==> src/rtl/rsa_pkg.sv <==
// Shared encodings for the modular-exponentiation sequencer.
package rsa_pkg;

   // FSM states
   localparam logic [2:0] ST_IDLE   = 3'd0;
   localparam logic [2:0] ST_LOAD   = 3'd1;
   localparam logic [2:0] ST_TO_P   = 3'd2;
   localparam logic [2:0] ST_TO_ONE = 3'd3;
   localparam logic [2:0] ST_SQR    = 3'd4;
   localparam logic [2:0] ST_MUL    = 3'd5;
   localparam logic [2:0] ST_FROM   = 3'd6;
   localparam logic [2:0] ST_DONE   = 3'd7;

   // Multiply-op phases
   localparam logic PH_ISSUE = 1'b0;
   localparam logic PH_WAIT  = 1'b1;

   // Operand-select codes
   localparam logic [2:0] SEL_ZERO  = 3'd0;
   localparam logic [2:0] SEL_P     = 3'd1;
   localparam logic [2:0] SEL_CONST = 3'd2;
   localparam logic [2:0] SEL_ONE   = 3'd3;
   localparam logic [2:0] SEL_ACC   = 3'd4;
   localparam logic [2:0] SEL_PM    = 3'd5;

   // True for the states that own a multiplier operation.
   function automatic logic is_op_state(input logic [2:0] state);
      return (state == ST_TO_P) || (state == ST_TO_ONE) || (state == ST_SQR) ||
             (state == ST_MUL)  || (state == ST_FROM);
   endfunction

endpackage

==> src/rtl/rsa_operand_mux.sv <==
// Maps sequencer state/phase onto multiplier operands and the issue strobe.
// Operands are purely a function of state and latched registers, so they
// stay stable for the whole WAIT phase without extra holding registers.
module rsa_operand_mux
   import rsa_pkg::*;
#(
   parameter int WIDTH = 8
) (
   input  logic [2:0]       i_state,
   input  logic             i_phase,
   input  logic [WIDTH-1:0] i_p,
   input  logic [WIDTH-1:0] i_const,
   input  logic [WIDTH-1:0] i_acc,
   input  logic [WIDTH-1:0] i_pm,
   output logic             o_mm_start,
   output logic [WIDTH-1:0] o_mm_a,
   output logic [WIDTH-1:0] o_mm_b
);

   localparam logic [WIDTH-1:0] ONE = {{(WIDTH-1){1'b0}}, 1'b1};

   logic [2:0] w_sel_a;
   logic [2:0] w_sel_b;

   function automatic logic [WIDTH-1:0] f_pick(input logic [2:0]       sel,
                                               input logic [WIDTH-1:0] p,
                                               input logic [WIDTH-1:0] k,
                                               input logic [WIDTH-1:0] acc,
                                               input logic [WIDTH-1:0] pm);
      case (sel)
         SEL_P:     return p;
         SEL_CONST: return k;
         SEL_ONE:   return ONE;
         SEL_ACC:   return acc;
         SEL_PM:    return pm;
         default:   return '0;
      endcase
   endfunction

   // Operand selection per op state; outside op states both operands read zero.
   always_comb begin
      w_sel_a = SEL_ZERO;
      w_sel_b = SEL_ZERO;
      case (i_state)
         ST_TO_P:   begin w_sel_a = SEL_P;   w_sel_b = SEL_CONST; end
         ST_TO_ONE: begin w_sel_a = SEL_ONE; w_sel_b = SEL_CONST; end
         ST_SQR:    begin w_sel_a = SEL_ACC; w_sel_b = SEL_ACC;   end
         ST_MUL:    begin w_sel_a = SEL_ACC; w_sel_b = SEL_PM;    end
         ST_FROM:   begin w_sel_a = SEL_ACC; w_sel_b = SEL_ONE;   end
         default:   begin w_sel_a = SEL_ZERO; w_sel_b = SEL_ZERO; end
      endcase
   end

   assign o_mm_a     = f_pick(w_sel_a, i_p, i_const, i_acc, i_pm);
   assign o_mm_b     = f_pick(w_sel_b, i_p, i_const, i_acc, i_pm);
   assign o_mm_start = is_op_state(i_state) && (i_phase == PH_ISSUE);

endmodule

==> src/rtl/rsa_modexp_sequencer.sv <==
// Left-to-right square-and-multiply sequencer driving an external
// Montgomery multiplier: C = P^E mod M.
//
//  state  | meaning
//  IDLE   | waiting for a start rising edge
//  LOAD   | operands latched; reject even modulus
//  TO_P   | Pm = MontMul(p, R^2)
//  TO_ONE | A  = MontMul(1, R^2) = R mod M
//  SQR    | A  = MontMul(A, A) for current exponent bit
//  MUL    | A  = MontMul(A, Pm) when exponent bit is set
//  FROM   | A  = MontMul(A, 1), leaving Montgomery form
//  DONE   | publish result, pulse done, raise irq
module rsa_modexp_sequencer
   import rsa_pkg::*;
#(
   parameter int WIDTH = 8
) (
   input  logic             i_clk,
   input  logic             i_rst,
   input  logic             i_start,
   input  logic             i_stop,
   input  logic [WIDTH-1:0] i_p_in,
   input  logic [WIDTH-1:0] i_e_in,
   input  logic [WIDTH-1:0] i_m_in,
   input  logic [WIDTH-1:0] i_const_in,
   output logic             o_mm_start,
   output logic [WIDTH-1:0] o_mm_a,
   output logic [WIDTH-1:0] o_mm_b,
   output logic [WIDTH-1:0] o_mm_m,
   input  logic             i_mm_done,
   input  logic [WIDTH-1:0] i_mm_result,
   output logic             o_busy,
   output logic             o_done,
   output logic             o_irq,
   output logic             o_err,
   output logic [WIDTH-1:0] o_c_out
);

   localparam int             CW      = (WIDTH > 1) ? $clog2(WIDTH) : 1;
   localparam logic [CW-1:0]  CNT_TOP = CW'(WIDTH - 1);

   logic [2:0]       r_state;
   logic             r_phase;
   logic             r_start_q;
   logic [WIDTH-1:0] r_p, r_e, r_m, r_const;
   logic [WIDTH-1:0] r_pm, r_acc, r_c;
   logic [CW-1:0]    r_cnt;
   logic             r_busy, r_done, r_irq, r_err;

   logic             w_launch;
   logic             w_bit;
   logic             w_cnt_zero;

   assign w_launch   = i_start && !r_start_q && !i_stop;
   assign w_bit      = r_e[r_cnt];
   assign w_cnt_zero = (r_cnt == '0);

   // Sequencer FSM, exponent bit counter and operand/result registers.
   always_ff @(posedge i_clk) begin
      if (i_rst) begin
         r_state   <= ST_IDLE;
         r_phase   <= PH_ISSUE;
         r_start_q <= 1'b0;
         r_p       <= '0;
         r_e       <= '0;
         r_m       <= '0;
         r_const   <= '0;
         r_pm      <= '0;
         r_acc     <= '0;
         r_c       <= '0;
         r_cnt     <= '0;
         r_busy    <= 1'b0;
         r_done    <= 1'b0;
         r_irq     <= 1'b0;
         r_err     <= 1'b0;
      end else begin
         r_start_q <= i_start;
         r_done    <= 1'b0;
         if ((r_state != ST_IDLE) && i_stop) begin
            // Abort beats everything, including a coincident mm_done.
            r_state <= ST_IDLE;
            r_phase <= PH_ISSUE;
            r_busy  <= 1'b0;
            r_irq   <= 1'b0;
            r_err   <= 1'b0;
         end else begin
            case (r_state)
               ST_IDLE: begin
                  if (w_launch) begin
                     r_p     <= i_p_in;
                     r_e     <= i_e_in;
                     r_m     <= i_m_in;
                     r_const <= i_const_in;
                     r_irq   <= 1'b0;
                     r_err   <= 1'b0;
                     r_busy  <= 1'b1;
                     r_state <= ST_LOAD;
                  end
               end
               ST_LOAD: begin
                  if (!r_m[0]) begin
                     r_err   <= 1'b1;
                     r_done  <= 1'b1;
                     r_busy  <= 1'b0;
                     r_state <= ST_IDLE;
                  end else begin
                     r_phase <= PH_ISSUE;
                     r_state <= ST_TO_P;
                  end
               end
               ST_DONE: begin
                  r_c     <= r_acc;
                  r_done  <= 1'b1;
                  r_irq   <= 1'b1;
                  r_busy  <= 1'b0;
                  r_state <= ST_IDLE;
               end
               default: begin
                  if (r_phase == PH_ISSUE) begin
                     r_phase <= PH_WAIT;
                  end else if (i_mm_done) begin
                     r_phase <= PH_ISSUE;
                     case (r_state)
                        ST_TO_P: begin
                           r_pm    <= i_mm_result;
                           r_state <= ST_TO_ONE;
                        end
                        ST_TO_ONE: begin
                           r_acc   <= i_mm_result;
                           r_cnt   <= CNT_TOP;
                           r_state <= (r_e == '0) ? ST_FROM : ST_SQR;
                        end
                        ST_SQR: begin
                           r_acc <= i_mm_result;
                           if (w_bit) begin
                              r_state <= ST_MUL;
                           end else if (w_cnt_zero) begin
                              r_state <= ST_FROM;
                           end else begin
                              r_cnt <= r_cnt - 1'b1;
                           end
                        end
                        ST_MUL: begin
                           r_acc <= i_mm_result;
                           if (w_cnt_zero) begin
                              r_state <= ST_FROM;
                           end else begin
                              r_cnt   <= r_cnt - 1'b1;
                              r_state <= ST_SQR;
                           end
                        end
                        default: begin
                           r_acc   <= i_mm_result;
                           r_state <= ST_DONE;
                        end
                     endcase
                  end
               end
            endcase
         end
      end
   end

   rsa_operand_mux #(.WIDTH(WIDTH)) u_operand_mux (
      .i_state    (r_state),
      .i_phase    (r_phase),
      .i_p        (r_p),
      .i_const    (r_const),
      .i_acc      (r_acc),
      .i_pm       (r_pm),
      .o_mm_start (o_mm_start),
      .o_mm_a     (o_mm_a),
      .o_mm_b     (o_mm_b)
   );

   assign o_mm_m  = r_m;
   assign o_busy  = r_busy;
   assign o_done  = r_done;
   assign o_irq   = r_irq;
   assign o_err   = r_err;
   assign o_c_out = r_c;

endmodule

==> config.mk <==
export PLATFORM = sky130hd
export DESIGN_NAME = rsa_modexp_sequencer
export DESIGN_NICKNAME = d
export VERILOG_FILES = /design/src/rtl/rsa_pkg.sv /design/src/rtl/rsa_operand_mux.sv /design/src/rtl/rsa_modexp_sequencer.sv
export SDC_FILE = /design/constraint.sdc
export NUM_CORES = 1
export LEC_CHECK = 0
export ABC_AREA = 1
export CORE_MARGIN = 8
export CORE_UTILIZATION = 40
export CTS_BUF_LIST = sky130_fd_sc_hd__clkbuf_16
export CTS_CLUSTER_DIAMETER = 200
export DETAILED_ROUTE_END_ITERATION = 16
export GPL_TIMING_DRIVEN = 0
export PLACE_DENSITY = 0.67
export SYNTH_ARGS = -nofsm -noshare
export SYNTH_HDL_FRONTEND = slang
export SYNTH_SLANG_ARGS = --single-unit
==> constraint.sdc <==
create_clock -name i_clk -period 2.9 [get_ports i_clk]
set_clock_uncertainty 0.2 [all_clocks]
set_input_delay 0.58 -clock i_clk [delete_from_list [all_inputs] [get_ports i_clk]]
set_output_delay 0.58 -clock i_clk [all_outputs]
set_load 0.01 [all_outputs]
## Word level (Yosys, flattened, before mapping)

Index checks and enable logic that the tools add are counted.

| operators by class | value |
|---|---|
| $add $sub $neg | 1 |
| reduce and logical (&&, ||, !) cells | 35 |
| equal/unequal tests | 22 |
| bitwise logic cells | 5 |
| multiplexer cells | 32 |
| magnitude comparators | 1 |

Operators by type and width:

| cell | count |
|---|---|
| case mux 8 bit (5 select lines) | 2 |
| case mux 3 bit (3 select lines) | 3 |
| == test 3 bit (second input constant) | 8 |
| case mux 3 bit (4 select lines) | 2 |
| 2-to-1 mux 3 bit | 7 |
| == test 3 x 2 -> 1 bit (second input constant) | 6 |
| AND reduction 5 bit | 2 |
| == test 3 x 1 -> 1 bit (second input constant) | 3 |
| 2-to-1 mux 1 bit | 9 |
| AND reduction 3 bit | 3 |
| nonzero test 3 bit | 3 |
| zero test 8 bit | 1 |
| != test 2 bit (second input constant) | 4 |
| case mux 1 bit (2 select lines) | 4 |
| nonzero test 4 bit | 2 |
| zero test 3 bit | 2 |
| 2-to-1 mux 2 bit | 3 |
| != test 6 bit (second input constant) | 1 |
| AND reduction 2 bit | 3 |
| AND reduction 6 bit | 1 |
| OR reduction 2 bit | 3 |
| OR reduction 3 bit | 2 |
| inverter 1 bit | 5 |
| logical AND 1 bit | 4 |
| 8 further kinds | 13 |

| word-level totals | value |
|---|---|
| output and inout bits | 37 |
| input port bits | 45 |
| flip-flop bits (word level) | 68 |

## Logic depth before layout (Yosys ltp)

Gate-level depths: netlist of the first run.

| logic depth | value |
|---|---|
| depth in word-level cells | 7 |
| gate-level depth with buffers | 11 |
| gate-level depth less buffers | 11 |

## Cells and area by module

From an unflattened synthesis of the first run, not the netlist that was laid out.

| unflattened totals | value |
|---|---|
| cells, all modules | 440 |
| area, all modules | 3,106.7 um2 |

By module, submodules not included:

| module | instances | area each (um2) | seq. area each (um2) | cells each |
|---|---|---|---|---|
| rsa_modexp_sequencer | 1 | 2,741.4 | 1,361.3 | 367 |
| rsa_operand_mux | 1 | 365.4 | 0.0 | 73 |

## Worst setup path before layout of the first run

OpenSTA, ideal clock, no wires.

| timing | value |
|---|---|
| kind | register to output |
| start point | reg r_state[2] |
| end point | out o_mm_a[2] |
| data required time | 2,120 ps |
| buffers on the path | 2 |
| cell stages (with the launch flop) | 9 |
| slack | 577 ps |
| data arrival time | 1,543 ps |
| path through | dfxtp_1 buf_6 inv_2 ha_1 clkbuf_1 nand2_1 o21ai_0 a21oi_1 o21ai_0 |

| between the ends | value |
|---|---|
| longest elaborated chain between the ends | 5 |
| elaborated cells between the ends (all ways) | 13 |

Ends and longest elaborated chain:

| what | RTL line | source |
|---|---|---|
| from (decl) | rsa_modexp_sequencer.sv:42 | `logic [2:0] r_state;` |
| from (signal assigned) | rsa_modexp_sequencer.sv:131 | `r_state <= (r_e == '0) ? ST_FROM : ST_SQR;` |
| == test 3 bit | rsa_operand_mux.sv:44 | `case (i_state)` |
| OR reduction 3 bit (no source line) | - |  |
| case mux 3 bit (3 select lines) * | rsa_operand_mux.sv:44 |  |
| == test 3 bit (tied with other cells) | rsa_operand_mux.sv:30 | `case (sel)` |
| case mux 8 bit (5 select lines) * | rsa_operand_mux.sv:30 |  |
| to (decl) | rsa_modexp_sequencer.sv:27 | `output logic [WIDTH-1:0] o_mm_a,` |

Mark *: on every way between the ends. The rest lies on a longest branch, timed or not.

## Worst setup path after layout of the first run

| timing | value |
|---|---|
| start point | reg r_state[1] |
| end point | out o_mm_b[6] |

| between the ends | value |
|---|---|
| longest elaborated chain between the ends | 5 |
| elaborated cells between the ends (all ways) | 13 |

Ends and longest elaborated chain:

| what | RTL line | source |
|---|---|---|
| == test 3 x 2 -> 1 bit | rsa_operand_mux.sv:44 |  |
| OR reduction 2 bit (no source line) | - |  |
| case mux 3 bit (4 select lines) * | rsa_operand_mux.sv:44 |  |
| == test 3 bit (tied with other cells) | rsa_operand_mux.sv:30 |  |
| case mux 8 bit (5 select lines) * | rsa_operand_mux.sv:30 |  |
| to (decl) | rsa_modexp_sequencer.sv:28 | `output logic [WIDTH-1:0] o_mm_b,` |

Marked as above.

==> impl_metrics.toml, run 1 <==
[outcome]
status = "completed"

[setup_path]
crit_slowest_cell = "dfxtp_4"
crit_path_end_kind = "output pin"
crit_type = "register to output pin"
worstRegToRegCells = 9
slowest_delay_ns = 0.42
worstPathMaxFanout = 7
required_ns = 2.12
cp-start-kind = "register"
crit_buf_inv = 3
critPathTopFamily = "simple AND/OR/NAND/NOR gates"
worstReg2RegStart = "r_state[0]"
path_common_cell = "nand2_1"
ff2ff_setup_slack_ns = 0.75
worstReg2RegEnd = "r_pm[7]"
crit_arrival_ns = 2.04
cp_cell_sequence = "nand2_1 -> nand2_1 -> inv_2 -> nand2_1 -> nand2_1 -> nor2_2 -> buf_4 -> nand2_1 -> o2111ai_1 -> dlygate4sd2_1"

[floorplan]
die_w_um = 105.6
rows = 32
die-area_sq_mm = 0.01115
core_area_sq_mm = 0.007767
die_h_um = 105.6
io_pins = 82
initial_core_util_pct = 41.33

[timing]
drv_slew = 0
setup_tns_ns = 0
fmax_mhz = 354.0
worst_slew_pin_slew_ns = 0.5471
rsz0062_at_grt = "yes"
slew_headroom_pct = 63.53
period_share_pct = 97.41
post-route-min-period_ns = 2.825
setup_viol = 0
whs_ns = 0.2692
hold_viol = 0

[grt]
grt-ovfl-total = 0
grt_pass1_vias = 3454
antenna_found_initial = 0
grt_max_degree = 13
grt_pass1_wl_um = 16740
grt.total_usage_pct = 18.73

[cts]
cts_hold_buffers = 0
clk_pin_slew_ns = 0.06
cts_tree = "done"
cts-root-buf = "clkbuf_16"
htree_levels = 3
cts_inserted_buffers = 9
clock_latency_ns = 0.34
clk_path_buf_depth = 2
clock_sinks = 68

[logic_synthesis]
syn_area_sq_mm = 0.003211
ys_types = 29
yosysTopAreaCell = "dfxtp_1"
synth-async-reset-ratio_pct = 0
synth_edf_count = 0
yosysTopAreaCellShare_pct = 42.40
synth_area_leaders = "dfxtp_1, o21ai_0, nand2_1, nor2_1, a21oi_1"
avgSynthCellArea_sq_um = 6.995
synth-main-ff-cell = "dfxtp_1"
seq_area_frac_synth_pct = 42.40
yosys_warnings = 0
syn_nets = 511
synth-seq-cells = 68
synthCells = 459

[power_and_ir_drop]
power_uw = 3469
ir_drop_uv = 357.4
p_per_area_mw_per_mm2 = 762.8
p_leak_uw = 0.001813

[min_path]
hold_path_class = "register to register"
whs_endpoint = "r_e[0]"
hp-start = "r_e[0]"
hold_path_depth = 2

[cells_and_area]
layout_commonest_cell = "nand2_1"
area_delta_synth_final_pct = 41.66
drive_gt1_share_pct = 10.85
mostFrequentLayoutCells = "nand2_1, nor2_1, dfxtp_1"
nets = 609
n_antenna_cell = 0

[drt]
num_vias = 3484
wl_per_cell_um = 15.59
totalWireLength_um = 10350
drt-pass1-iter-count = 5
drcViolationCount = 0
drtIter0Drc = 202
ant_nets = 0
vias_per_cell = 5.247

[run]
max_cap_viol_count = 0

[placed_design]
gp_congestion = 0.8893
dp_hpwl_um = 7542
io_buffers = 81
-- cell families (layout without fill, tap and decap cells) --
kind of cell,Yosys count,count (layout),synth area share (%)
adders and majority gates,7,7,2.728
AOI/OAI and AO/OA,130,130,22.29
and+or+nand+nor,188,188,24.36
buffers and inverters,66,169,8.223
DFF,68,68,42.40
-- worst min-delay path, stage by stage (launching register included) --
cell and delay, ns:
dfxtp_1 0.31, inv_1 0.06, a21oi_1 0.05
-- state kept, by name, summed over array words and instances, names as in the netlist --
name,flops
o_irq,1
r_pm,8
r_const,8
r_start_q,1
o_err,1
r_cnt,3
r_state,3
o_mm_m,8
r_phase,1
r_acc,8
r_e,8
o_busy,1
o_done,1
r_p,8
o_c_out,8
-- how the worst max path moves through the flow --
stage / start / endpoint / slack (ns) / depth (start not counted)
2_1_floorplan: r_state[2] / o_mm_a[2] / 0.58 / 8
3_3_place_gp: r_state[2] / o_mm_a[2] / -0.33 / 9
3_5_place_dp: r_state[2] / o_mm_a[2] / -0.30 / 9
4_1_cts: r_state[2] / o_mm_a[2] / 0.007 / 10
5_1_grt: r_state[0] / o_mm_b[2] / -0.02 / 8
6_report: r_state[1] / o_mm_b[6] / 0.08 / 10
-- cell usage after synthesis, types with 5 or more instances --
master,count
nand3_1,20
clkbuf_1,11
nand2_1,76
nor2_1,75
dfxtp_1,68
nor3_1,5
o2111ai_1,11
inv_1,47
ha_1,7
a21oi_1,46
o21ai_0,60
-- per-stage QoR --
step                cells  utilization [%]  area [sq um]  setup slack, ns
floorplan             459                -          3211           0.5771
global placement      642            53.41          4149          -0.3301
CTS                   664            58.25          4524         0.007006
detailed placement    642            53.41          4149          -0.3021
global route          664            58.55          4548         -0.01867
finish                664            58.55          4548          0.07501
-- layout make-up --
class / count / area [sq um]
multi-input combinational: 325 / 1653
buffer: 17 / 90.09
clock buffer: 9 / 225.2
inverter: 49 / 186.4
clock inverter: 7 / 68.82
fill: 740 / 3219
tap: 102 / 127.6
timing repair buffer: 87 / 830.8
sequential: 68 / 1366
-- routing by layer --
layer  track usage, %  wire, um
met2            30.17      4647
met4            10.95       398
met1            21.95      4494
met5                0         0
met3            5.116       810
-- power breakdown --
part	internal (uW)	total (uW)	switching (uW)
clock	661	1070	410
sequential	1060	1140	89.5
combinational	484	1250	770
total	2200	3470	1270
-- repair_timing --
| item | CTS | global route |
|---|---|---|
| gates cloned | 0 | 0 |
| setup endpoints to repair | 16 | 12 |
| gates resized for setup | 37 | 17 |
| pin swaps | 3 | 0 |
| setup buffers | 6 | 0 |
No activity file was read; power rests on OpenSTA's default activity.
==> inputs of run 2 (changes only) <==
==> constraint.sdc (replaced) <==
create_clock -name i_clk -period 3.3 [get_ports i_clk]
set_clock_uncertainty 0.2 [all_clocks]
set_input_delay 0.66 -clock i_clk [delete_from_list [all_inputs] [get_ports i_clk]]
set_output_delay 0.66 -clock i_clk [all_outputs]
set_load 0.005 [all_outputs]
==> run 2 against run 1 <==
  * Sequential power down 13%
  * Die area unchanged
  * Utilization about the same
  * Cell count down 0.30%
  * Clock power down 12%
  * Register-to-register slack better by 0.45 ns
  * Combinational power down 15%
  * Sequential share of layout area down 0.11 points
  * Via count down 1.6%
  * Critical endpoint is now o_mm_a[2]
==> impl_metrics.toml, run 2 (same netlist as run 1, synthesis figures left out) <==
[outcome]
status = "completed"

[power_and_ir_drop]
p_per_area_mw_per_mm2 = 659.4
ir_drop_uv = 333.1
p_leak_uw = 0.001922

[cells_and_area]
postLayoutCoreUtil_pct = 58.60
mostFrequentLayoutCells = "nand2_1, nor2_1, clkdlybuf4s50_1"
layout_commonest_cell = "nand2_1"
drive_gt1_share_pct = 8.929
design_area_sq_mm = 0.004552
area_delta_synth_final_pct = 41.78
nets = 607
n_antenna_cell = 0

[setup_path]
cp-start-kind = "register"
worstPathMaxFanout = 10
crit_type = "register to output pin"
crit_arrival_ns = 2.32
crit_path_end_kind = "output pin"
required_ns = 2.44

[grt]
grt_max_degree = 13
grt_pass1_wl_um = 16650
grt-ovfl-total = 0
grt.total_usage_pct = 18.62
antenna_found_initial = 0
grt_pass1_vias = 3413

[timing]
drv_slew = 0
setup_viol = 0
slew_headroom_pct = 66.73
period_share_pct = 96.36
post-route-min-period_ns = 3.180
hold_viol = 0
setup_tns_ns = 0
worst_slew_pin_slew_ns = 0.4990
rsz0062_at_grt = "no"
fmax_mhz = 314.5

[floorplan]
initial_core_util_pct = 41.33
rows = 32
die_w_um = 105.6
io_pins = 82
die_h_um = 105.6
core_area_sq_mm = 0.007767
die-area_sq_mm = 0.01115

[cts]
cts_tree = "done"
clk_path_buf_depth = 2
clk_pin_slew_ns = 0.06
clock_latency_ns = 0.34
cts-root-buf = "clkbuf_16"
clock_sinks = 68
cts_inserted_buffers = 9
cts_hold_buffers = 0
htree_levels = 3

[placed_design]
place_area_sq_mm = 0.004149
io_buffers = 81
gp_congestion = 0.8893
dp_hpwl_um = 7542

[drt]
wl_per_cell_um = 15.57
drcViolationCount = 0
vias_per_cell = 5.180
totalWireLength_um = 10310
drt-pass1-iter-count = 5
drtIter0Drc = 179
ant_nets = 0
num_vias = 3429

[min_path]
hold_path_class = "register to register"

[run]
max_cap_viol_count = 0
[run 2: cell type report]
| type | count | area (sq um) |
|---|---|---|
| Clock buffer | 9 | 225.2 |
| Inverter | 49 | 186.4 |
| Fill cell | 734 | 3216 |
| Tap cell | 102 | 127.6 |
| Buffer | 17 | 83.83 |
| Sequential cell | 68 | 1363 |
| Multi-Input combinational cell | 325 | 1623 |
| Clock inverter | 7 | 68.82 |
| Timing Repair Buffer | 85 | 874.6 |
[run 2: path summary, 6_finish.rpt]
| kind | from | to | slack [ns] | depth (start not counted) |
|---|---|---|---|---|
| worst max-delay path | r_state[2] | o_mm_a[2] | 0.12 | 9 |
| worst min-delay path | r_e[0] | r_e[0] | 0.27 | 2 |
| worst max register to register | r_state[0] | r_pm[7] | 1.20 | 9 |
| worst min register to register | r_e[0] | r_e[0] | 0.27 | 2 |
[run 2: worst max-delay path, cell delays in order (launching register included)]
cell,delay (ns)
dfxtp_1,0.33
buf_6,0.15
inv_4,0.11
ha_2,0.22
buf_4,0.20
nand3_1,0.11
inv_2,0.16
a21oi_1,0.08
o21ai_0,0.08
clkdlybuf4s50_1,0.54
[run 2: power by group]
part           switching (uW)  internal [uW]  total (uW)
logic                     647            411        1060
clock network             365            581         946
registers                73.3            924         997
[run 2: timing repair]
item / CTS / global route
endpoints found under the setup margin: 16 / 15
pin swaps: 3 / 1
gates resized for setup: 9 / 18
buffers inserted: 3 / 1
[run 2: stage by stage]
| step | power [uW] | instances | setup slack (ns) | hold WS [ns] |
|---|---|---|---|---|
| 2_1_floorplan | 1637 | 459 | 0.9469 | 0.2436 |
| 3_3_place_gp | 1972 | 642 | 0.02453 | 0.2526 |
| 3_5_place_dp | 1992 | 642 | 0.05239 | 0.2584 |
| 4_1_cts | 2980 | 661 | -0.01336 | 0.2679 |
| 5_1_grt | 3179 | 662 | 0.006755 | 0.3066 |
| 6_report | 3001 | 662 | 0.1201 | 0.2696 |
[run 2: layer usage]
layer / part of all wire (%) / global-route usage (%)
met3: 7.5 / 4.872
met1: 44 / 22.06
met2: 46 / 30.35
met5: 0 / 0
met4: 2.8 / 9.749
==> inputs of run 3 (changes only) <==
clock period = 3.4 ns   (was 3.3 ns; I/O delays follow)
==> run 3 against run 2 <==
  * Clock-buffer cell count is the same
  * Total power fell by 3.2%
  * Critical path depth up 1
  * Critical path type unchanged
  * Largest power group unchanged
==> impl_metrics.toml, run 3 (same netlist as run 1, synthesis figures left out) <==
[outcome]
status = "completed"

[power_and_ir_drop]
p_leak_uw = 0.001793
p_per_area_mw_per_mm2 = 641.1
power_uw = 2905
ir_drop_uv = 317.2

[floorplan]
die_h_um = 105.6
io_pins = 82
initial_core_util_pct = 41.33
die_w_um = 105.6
rows = 32
die-area_sq_mm = 0.01115
core_area_sq_mm = 0.007767

[timing]
drv_slew = 0
post-route-min-period_ns = 3.289
fmax_mhz = 304.1
hold_viol = 0
slew_headroom_pct = 66.63
worst_slew_pin_slew_ns = 0.5006
period_share_pct = 96.73
setup_viol = 0
setup_tns_ns = 0
rsz0062_at_grt = "yes"
whs_ns = 0.2691

[cells_and_area]
drive_gt1_share_pct = 8.750
mostFrequentLayoutCells = "clkdlybuf4s50_1, nand2_1, nor2_1"
n_antenna_cell = 0
nets = 607
postLayoutCoreUtil_pct = 58.34
area_delta_synth_final_pct = 41.15
layout_commonest_cell = "clkdlybuf4s50_1"
instances_no_fill = 662

[drt]
ant_nets = 0
num_vias = 3459
vias_per_cell = 5.225
drt-pass1-iter-count = 5
totalWireLength_um = 10290
wl_per_cell_um = 15.55
drcViolationCount = 0
drtIter0Drc = 169

[cts]
clock_latency_ns = 0.34
cts_tree = "done"
cts_hold_buffers = 0
clk_path_buf_depth = 2
cts-root-buf = "clkbuf_16"
clock_sinks = 68
clk_pin_slew_ns = 0.06
htree_levels = 3
cts_inserted_buffers = 9

[grt]
grt_pass1_vias = 3422
grt.total_usage_pct = 18.60
grt-ovfl-total = 0
grt_pass1_wl_um = 16620
antenna_found_initial = 0
grt_max_degree = 13

[setup_path]
worstPathMaxFanout = 7
crit_type = "register to output pin"
crit_slowest_cell = "clkdlybuf4s50_1"
cp_cell_sequence = "nand2_1 -> nand2_1 -> inv_1 -> nand2_1 -> nand2_1 -> nor2_2 -> buf_4 -> nand2_1 -> o2111ai_1 -> clkdlybuf4s50_1"
crit_arrival_ns = 2.41
required_ns = 2.52
slowest_delay_ns = 0.56
cp-start-kind = "register"
path_common_cell = "nand2_1"
crit_path_end_kind = "output pin"

[placed_design]
post-place-cells = 642
gp_congestion = 0.8893
io_buffers = 81
dp_hpwl_um = 7542

[min_path]
hold_path_class = "register to register"

[run]
max_cap_viol_count = 0
## run 3: path summary, 6_finish.rpt
check,cells after the start,slack (ns),start,endpoint
hold reg to reg,2,0.27,r_e[0],r_e[0]
hold / removal,2,0.27,r_e[0],r_e[0]
setup reg to reg,9,1.25,r_state[1],r_pm[7]
setup / recovery,10,0.11,r_state[1],o_mm_b[7]
## run 3: worst max-delay path: cells and delay by family, from the launching register on
kind,cells,cell delay (ns)
compound gates,1,0.11
simple gates,6,0.62
flops,1,0.50
buf+inv,3,0.83
## run 3: per-stage QoR
step | setup WS [ns] | cell area (sq um)
global route | -0.008110 | 4532
detailed placement | 0.1324 | 4149
finish | 0.1112 | 4532
CTS | 0.03340 | 4483
floorplan | 1.027 | 3211
global placement | 0.1045 | 4149
## run 3: report_power, final
group	internal, uW	leakage [uW]	total (uW)	switching, uW
Combinational	401	0.00109	1030	626
Sequential	896	0.000553	966	70.5
Clock	564	0.000148	913	349
Total	1860	0.00179	2910	1050
## run 3: layout make-up
cell class | instances | area [sq um]
fill | 737 | 3236
multi-input combinational | 325 | 1618
sequential | 68 | 1361
timing repair buffer | 85 | 860.8
clock buffer | 9 | 225.2
inverter | 49 | 186.4
tap | 102 | 127.6
buffer | 17 | 83.83
clock inverter | 7 | 68.82
## run 3: what timing repair did
action                                  CTS  global route
buffers inserted                          3             1
cloned                                    0             0
endpoints found under the hold margin     0             0
endpoints found under the setup margin   16            16
pin swaps                                 2             1
gates resized for setup                   7            12
## run 3: routing by layer
metal / global-route usage (%) / up-vias / routed length (um)
met2: 30.40 / 133 / 4694
met5: 0 / - / 0
met1: 21.99 / 1583 / 4571
met3: 4.872 / 24 / 722
li1: - / 1719 / -
met4: 9.749 / 0 / 305
==> RTL change (config.mk and constraints of run 3) <==
`WIDTH` is set to 8 in 2 places; all go to 32.
--- a/src/rtl/rsa_operand_mux.sv
+++ b/src/rtl/rsa_operand_mux.sv
@@ -4,7 +4,7 @@
 module rsa_operand_mux
    import rsa_pkg::*;
 #(
-   parameter int WIDTH = 8
+   parameter int WIDTH = 32
 ) (
    input  logic [2:0]       i_state,
    input  logic             i_phase,
--- a/src/rtl/rsa_modexp_sequencer.sv
+++ b/src/rtl/rsa_modexp_sequencer.sv
@@ -13,7 +13,7 @@
 module rsa_modexp_sequencer
    import rsa_pkg::*;
 #(
-   parameter int WIDTH = 8
+   parameter int WIDTH = 32
 ) (
    input  logic             i_clk,
    input  logic             i_rst,
Interface: changed (9 resized); port bits go from 82 to 298. No check against the original RTL was run, so the function may have changed too.
==> RTL change against run 3 <==
  * The flow now finishes with violations (negative setup slack)
  * Maximum frequency down 3.8%
  * Setup slack worse by 130 ps
  * Total power rose to 3.2 times the old value
  * Hold slack worse by 2.0 ps
  * Sequential cell count up 170
  * Critical endpoint is now o_mm_a[24]
  * Final area rose to 3.4 times the old value
  * Routed wire length rose to 4.3 times the old value
  * Synthesized area rose to 3.2 times the old value
==> RTL change: results (changes against run 3) <==
status finished with violations (was finished clean); failing checks negative setup slack; vias in the first global route 11470 (was 3422); number of fill cells in the layout 2390 (was 737); Final Core Density 59.18% (was 58.34%); share of post-route cells with drive strength above 1 13.31% (was 8.750%); Worst VDD drop 0.0003820 V (was 0.0003172 V); Reg2Reg Depth 9 (unchanged); die area 31430 µm² (was 11150 µm²); Final setup viols 3 (was 0); total negative slack -44.24 ps (was 0 ps); hold_sp i_rst (was r_e[0]$_SDFFE_PP0P_); CP Max Fanout 6 (was 7); global-route usage over all layers 26.87% (was 18.60%); buffering overhead 24.43% (was 20.84%); Yosys cell types 36 (was 29); Clock Pin Slew Worst Setup and Hold Paths 60 ps (about the same); Port Buffer Count 296 (was 81); multi-input gate share of total cell area 32.91% (was 35.70%); leakage power 5.905 nW (was 1.793 nW); DRT iter0 DRCs 1200 (was 169); worst slew pin tran 739.2 ps (was 500.6 ps); crit path to o_mm_a[24] (was o_mm_b[7]); Post-Place Worst Slack -461.5 ps (was 132.4 ps); Non-clk bufs 428 (was 102); initial antenna violation count 8 (was 0); Worst path slowest cell dfxtp_2 (was clkdlybuf4s50_1); Sw Share 35.10% (was 35.97%); Hold WS 267.0 ps (was 269.1 ps); Post-Layout Cell Count 2146 (was 662); critical path arrival 2540 ps (was 2410 ps); most frequent cells after synthesis nor2_1, o21ai_0, dfxtp_1 (was nand2_1, nor2_1, dfxtp_1); Placer Congestion 0.9228 (was 0.8893); Detailed Place HPWL 32210 µm (was 7542 µm); R2R Path End r_p[24]$_SDFFE_PP0P_ (was r_pm[7]$_SDFFE_PP0P_); CP startpoint r_state[2]$_SDFFE_PP0P_ (was r_state[1]$_SDFFE_PP0P_); Avg Vias per Cell 5.527 (was 5.225); syn nets 1600 (was 511); clock sink total 238 (was 68); n_diodes 1 (was 0); #MultiIn Comb 966 (was 325); Synth area leaders dfxtp_1, o21ai_0, nor2_1, a21oi_1, nand2_1 (was dfxtp_1, o21ai_0, nand2_1, nor2_1, a21oi_1); worst-skew pair later-pin latency 540 ps (was 340 ps); H-tree Lvls 1 (was 3); Max Root-Sink Buffers 3 (was 2); hold worst-path end r_cnt[4]$_SDFFE_PP0P_ (was r_e[0]$_SDFFE_PP0P_); sequential fraction of the synthesis area 45.79% (was 42.40%); Final WS setup -19.80 ps (was 111.2 ps); post-synthesis compound-gate area fraction 25.57% (was 22.29%); Final Net Count 1960 (was 607); Worst path max stage delay 340 ps (was 560 ps); router iterations before antenna repair 10 (was 5); maximum number of pins on one net before global-route repair 14 (was 13); clock network area share 5.409% (was 6.488%); placed cell area 13790 µm² (was 4149 µm²); inverter count 129 (was 49); Synth Area per Inst 7.277 µm² (was 6.995 µm²); Synth Area in Adders 0.6012% (was 2.728%); first-pass GRT wire length 65490 µm (was 16620 µm); Worst Hold Class in2reg (was reg2reg)
## RTL change: metal layers
| metal | vias to the layer above | track usage, % | part of all wire, % |
|---|---|---|---|
| met5 | - | 0 | 0.16 |
| met4 | 12 | 13.89 | 5.5 |
| met3 | 183 | 8.426 | 12 |
| met2 | 789 | 42.00 | 44 |
| met1 | 5361 | 32.82 | 38 |
| li1 | 5516 | - | - |
## RTL change: power groups by stage
stage          registers, W  logic (W)  clock network (W)
2_1_floorplan       0.00335    0.00143                  0
3_3_place_gp        0.00339    0.00255                  0
3_5_place_dp        0.00340    0.00257                  0
4_1_cts             0.00335    0.00286            0.00279
5_1_grt             0.00341    0.00327            0.00291
6_report            0.00338    0.00304            0.00278
## RTL change: what timing repair did
item                                   in CTS  in global routing
setup buffers                              22                 12
cloned                                      0                  1
pin swaps                                   4                  7
gates resized for setup                   191                 77
setup endpoints to repair                  64                 58
endpoints found under the hold margin       0                  0
